--- src/rtl/fir_acq_ctrl.sv ---
// Acquisition sequencer for the unrolled sine-mix/FIR datapath: gates ADC words, primes the
// tap window, flags valid output words and owns the active/shadow coefficient banks.
module fir_acq_ctrl #(
   parameter int CWIDTH     = 11,
   parameter int NTAP       = 37,
   parameter int UNR        = 4,
   parameter int FILL_WORDS = (NTAP - 1 + UNR + UNR - 1) / UNR,
   parameter int PIPE_LAT   = 3,
   parameter int NW         = 16
) (
   input  logic                        CLK,
   input  logic                        RST,
   input  logic                        cfg_we,
   input  logic [5:0]                  cfg_addr,
   input  logic [CWIDTH-1:0]           cfg_data,
   input  logic                        cfg_swap,
   output logic                        cfg_err,
   output logic                        swap_pend,
   output logic [NTAP-1:0][CWIDTH-1:0] coeff,
   input  logic                        start,
   input  logic [NW-1:0]               nwords,
   input  logic                        abort,
   input  logic                        in_valid,
   output logic                        in_ready,
   output logic                        EN,
   output logic                        out_valid,
   output logic                        busy,
   output logic                        done,
   output logic                        aborted
);

   localparam int FW = $clog2(FILL_WORDS) + 1;
   localparam logic [FW-1:0] FILL_LAST = FW'(FILL_WORDS - 2);
   localparam logic [5:0] NTAP_A = 6'(NTAP);

   typedef enum logic [2:0] {IDLE, FILL, RUN, DRAIN, DONE} state_t;

   state_t                      state;
   logic [NTAP-1:0][CWIDTH-1:0] shadow, shadow_w;
   logic [FW-1:0]               fill_cnt;
   logic [NW-1:0]               nw_lat, run_cnt;
   logic [PIPE_LAT-1:0]         vpipe, vpipe_nx;
   logic                        accept, push, bad_addr, abort_go, swap_apply;

   // abort wins over a same-cycle accept
   assign accept     = in_valid & in_ready & ~abort;
   assign EN         = accept;
   assign push       = accept && (state == RUN);
   assign vpipe_nx   = (vpipe << 1) | PIPE_LAT'(push);
   assign out_valid  = vpipe[PIPE_LAT-1];
   assign bad_addr   = cfg_we && (cfg_addr >= NTAP_A);
   assign abort_go   = abort && (state != IDLE);
   assign swap_apply = swap_pend && ((state == IDLE) || (state == DONE) || abort_go);

   // Shadow contents including this cycle's write, so a same-cycle swap promotes it.
   always_comb begin
      shadow_w = shadow;
      if (cfg_we && !bad_addr) shadow_w[cfg_addr] = cfg_data;
   end

   always_ff @(posedge CLK) begin
      if (RST) begin
         state     <= IDLE;
         shadow    <= '0;
         coeff     <= '0;
         swap_pend <= 1'b0;
         cfg_err   <= 1'b0;
         in_ready  <= 1'b0;
         busy      <= 1'b0;
         done      <= 1'b0;
         aborted   <= 1'b0;
         fill_cnt  <= '0;
         run_cnt   <= '0;
         nw_lat    <= '0;
         vpipe     <= '0;
      end else begin
         done    <= 1'b0;
         aborted <= 1'b0;
         cfg_err <= bad_addr;
         shadow  <= shadow_w;
         vpipe   <= vpipe_nx;

         if (swap_apply) begin
            coeff     <= shadow_w;
            shadow    <= coeff;
            swap_pend <= 1'b0;
         end else if (cfg_swap) begin
            swap_pend <= 1'b1;
         end

         if (abort_go) begin
            state    <= IDLE;
            in_ready <= 1'b0;
            busy     <= 1'b0;
            aborted  <= 1'b1;
            vpipe    <= '0;
         end else begin
            unique case (state)
               IDLE: begin
                  if (start && (nwords != '0)) begin
                     nw_lat   <= nwords;
                     run_cnt  <= '0;
                     fill_cnt <= '0;
                     busy     <= 1'b1;
                     in_ready <= 1'b1;
                     state    <= (FILL_WORDS == 1) ? RUN : FILL;
                  end
               end
               FILL: begin
                  if (accept) begin
                     fill_cnt <= fill_cnt + 1'b1;
                     if (fill_cnt == FILL_LAST) state <= RUN;
                  end
               end
               RUN: begin
                  if (accept) begin
                     run_cnt <= run_cnt + 1'b1;
                     if (run_cnt == nw_lat - 1'b1) begin
                        state    <= DRAIN;
                        in_ready <= 1'b0;
                     end
                  end
               end
               DRAIN: begin
                  if (vpipe_nx == '0) begin
                     state <= DONE;
                     done  <= 1'b1;
                  end
               end
               DONE: begin
                  state <= IDLE;
                  busy  <= 1'b0;
               end
               default: state <= IDLE;
            endcase
         end
      end
   end

endmodule
--- config.mk ---
export PLATFORM = sky130hd
export DESIGN_NAME = fir_acq_ctrl
export DESIGN_NICKNAME = d
export VERILOG_FILES = /design/src/rtl/fir_acq_ctrl.sv
export SDC_FILE = /design/constraint.sdc
export NUM_CORES = 2
export LEC_CHECK = 0
export ABC_AREA = 1
export BUFFER_PORTS_ARGS = -buffer_cell sky130_fd_sc_hd__buf_2
export CAP_MARGIN = 0
export CORE_ASPECT_RATIO = 1.4
export CORE_MARGIN = 2
export CORE_UTILIZATION = 51
export CTS_CLUSTER_SIZE = 16
export DETAILED_ROUTE_END_ITERATION = 10
export GPL_TIMING_DRIVEN = 0
export HOLD_SLACK_MARGIN = 0.12
export PLACE_DENSITY = 0.78
export REMOVE_ABC_BUFFERS = 1
export SYNTH_ARGS = -nofsm -noshare
export SYNTH_HDL_FRONTEND = slang
export SYNTH_SLANG_ARGS = --single-unit
--- constraint.sdc ---
create_clock -name CLK -period 1.7 [get_ports CLK]
set_input_delay 0.255 -clock CLK [delete_from_list [all_inputs] [get_ports CLK]]
set_output_delay 0.255 -clock CLK [all_outputs]
set_load 0.05 [all_outputs]
==> flow_summary.yaml <==
route:
  remaining_drc_errors: 0
  viasPerCell: 6.36
  drt_iter0_drc: 3763
  drt_wl_total_microns: 142000
  vias: 33016
  wl_per_cell_microns: 27.4
  first_pass_iters: 8
  ant_nets: 0
flow_run:
  cap_viol_max_count: 4
synth:
  async_flop_share: 0
  synth.most_common_cell: "dfxtp_1"
  yosysWarningCount: 0
  synthFlopType: "dfxtp_1"
  synth_top_area_frac: 0.554
  ys_top_cells_by_area: "dfxtp_1 55%, o22ai_1 13%, o21ai_0 9.3%, nand2_1 8.3%, inv_1 5.2%"
  syn_area_sq_um: 31200
  synthCells: 3786
  syn-mean-instance-area_sq_um: 8.23
  yosysSeqAreaShare: 0.554
  synth.cells.most_frequent: "863 x dfxtp_1, 690 x nand2_1, 660 x o22ai_1"
  synth_edf_count: 0
  ys_seq_elements: 863
  yosys.area.top_type: "dfxtp_1"
  synthDistinctLibCells: 34
placement:
  portBuffers: 454
  place_congestion: 0.816
  dpl_worst_slack_ns: -1.53
  place_hpwl_microns: 54200
power:
  p_leak_uw: 0.0157
  swShare: 0.302
  pwr_density_cell_nw_per_um2: 1140
  internal-power_uw: 34200
  p_comb_frac: 0.201
  p_sw_uw: 14800
  ir_drop_mv: 1.02
  power_frac_seq: 0.425
  pwr-share-clk: 0.374
outcome:
  status: "finished, violations left"
  violations: "capacitance limit, slew limit, setup timing"
clock_network:
  cts.sinks: 863
  htreeDepth: 3
  clkSlewWorstSetupHoldPaths_ns: 0.07
  ctsLongestPathBuffers: 3
  clk_root_buffer_cell: "clkbuf_16"
  cts_buffers: 80
  clk-insertion-delay-late_ns: 0.64
  cts_tree: "built"
timing:
  worst_slew_margin_rel: -0.106
  rsz0062_at_grt: "true"
  tightest_slew_ns: 1.66
  timing.setup.tns_ns: -51.93
  hold_viol: 0
  finalCritPeriodShare: 1.12
  fmax_ghz: 0.526
  period_minus_slack_ns: 1.90
  final-max-slew-violation-count: 152
  finClkSkew_ns: 0.0245
  layout_setup_ws_ns: -0.202
  setup_viol: 656
  whs_ns: 0.238
floorplanning:
  die_area_sq_um: 63100
  die_w_microns: 213
  fp.coreArea_sq_um: 60600
  rows: 107
  ios: 455
  dieHeight_microns: 296
  start_util: 0.514
grt:
  antenna_found_initial: 5
  grt_pass1_vias: 27941
  grt_pass1_wl_microns: 166000
  grt_use_total: 0.341
  grt_max_degree: 78
  globalRoute.totalOverflow: 0
critical_path:
  path_cells: "nor2_4 -> o21a_4 -> nor2_4 -> clkbuf_16 -> buf_12 -> buf_12 -> inv_16 -> buf_12 -> clkbuf_16 -> o22ai_1"
  end_kind: "flop"
  crit_top_cell: "buf_12"
  crit_required_ns: 2.24
  cp_slowest_stage_delay_ns: 0.37
  setup.worst_path.start_class: "flop"
  cp.arrival_ns: 2.44
  crit_fanout: 7
  cpMaxStageDelayCell: "dfxtp_4"
  critPathKind: "reg2reg"
hold_path:
  hold_class: "in2reg"
finish:
  final_nets: 4354
  drive_gt1_frac: 0.273
  syn2layout_area_growth_pct: 37.5
==> logic make-up (layout without fill, tap and decap cells) <==
group                    after synthesis  count (layout)  synth area share
flip-flops                           863             863             0.554
other                                  0               4                 0
XOR/XNOR                              19              19           0.00534
adder cells (fa/ha/maj)                4               4           0.00161
buffers and inverters                736            1286            0.0937
AO/OA/AOI/OAI                       1288            1288             0.234
AND/OR/NAND/NOR                      876             910             0.111
==> metal layers <==
layer	wire [microns]	global-route usage	up-vias
li1	-	-	13990
met1	48400	0.410	15573
met2	62400	0.536	2594
met3	18100	0.0898	857
met4	13500	0.230	2
met5	13	0	-
==> worst max-delay path, delay by kind of cell, from the launching register on <==
family | cells | cell delay, ns
AOI/OAI and AO/OA | 2 | 0.40
DFF | 1 | 0.37
buffers and inverters | 6 | 0.82
and+or+nand+nor | 2 | 0.20
==> state kept, by name, summed over array words and instances, names as in the netlist, 3 cells and up <==
register / flops
fill_cnt: 5
vpipe: 3
run_cnt: 16
nw_lat: 16
state: 3
coeff: 407
shadow: 407
==> layout make-up <==
cell class                 count  area [sq um]
timing repair inverter        19           349
tap                          817          1020
multi-input combinational   2221         13400
clock buffer                 110          2230
fill                        4177         17800
antenna                        4          10.0
sequential                   863         17300
inverter                     444          1720
timing repair buffer         681          6490
clock inverter                32           362
==> power groups by stage <==
stage | Clock, uW | Combinational [uW] | Sequential [uW]
detailed placement | 0 | 4480 | 21200
floorplan | 0 | 2900 | 21300
finish | 18300 | 9850 | 20800
CTS | 18100 | 6650 | 20800
global route | 19000 | 10100 | 20800
global placement | 0 | 3900 | 21200
==> through the flow <==
stage                     instances  power (uW)   util  cell area (sq um)
final                          5191       49000  0.707              42800
after detailed placement       4777       25700  0.553              33500
after global routing           5189       49900  0.706              42800
after global placement         4765       25100  0.547              33200
after floorplan                3494       24200      -              29900
after CTS                      5042       45500  0.638              38700
==> cells in the final DEF, fill, tap and decap left out, types with 7 or more instances in the layout <==
cell / count
buf_6: 12
dfxtp_1: 852
dlygate4sd3_1: 23
o21ai_2: 12
o21ai_0: 541
buf_16: 50
clkbuf_16: 126
xnor2_1: 11
o22ai_1: 447
clkbuf_8: 12
clkinv_2: 16
nand2_4: 8
nand3_1: 29
nor2_1: 61
nand3_2: 9
nand2_2: 13
xor2_1: 8
nand2_1: 672
inv_2: 17
clkinv_16: 7
buf_4: 47
o22ai_2: 198
o22ai_4: 15
o21ai_1: 32
clkbuf_1: 18
buf_2: 453
a21oi_1: 34
nor3_1: 9
nor2_4: 64
dfxtp_2: 8
inv_1: 420
buf_12: 38
buf_8: 10
nor2_2: 22
==> repair_timing <==
item | CTS | global route
hold endpoints to repair | 24 | 0
setup buffers | 41 | 50
endpoints found under the setup margin | 854 | 810
pin swaps | 37 | 95
gates cloned | 60 | 100
resized for setup | 212 | 420
hold buffers | 23 | 0
==> worst paths after layout <==
path	depth (start not counted)	start	endpoint	slack [ns]
worst max-delay path	10	state[0]	coeff[318]	-0.20
worst min-delay path	3	start	nw_lat[3]	0.24
worst max register to register	10	state[0]	coeff[318]	-0.20
worst min register to register	2	vpipe[0]	vpipe[1]	0.45
Note: power is estimated with default switching activity, not from simulation.
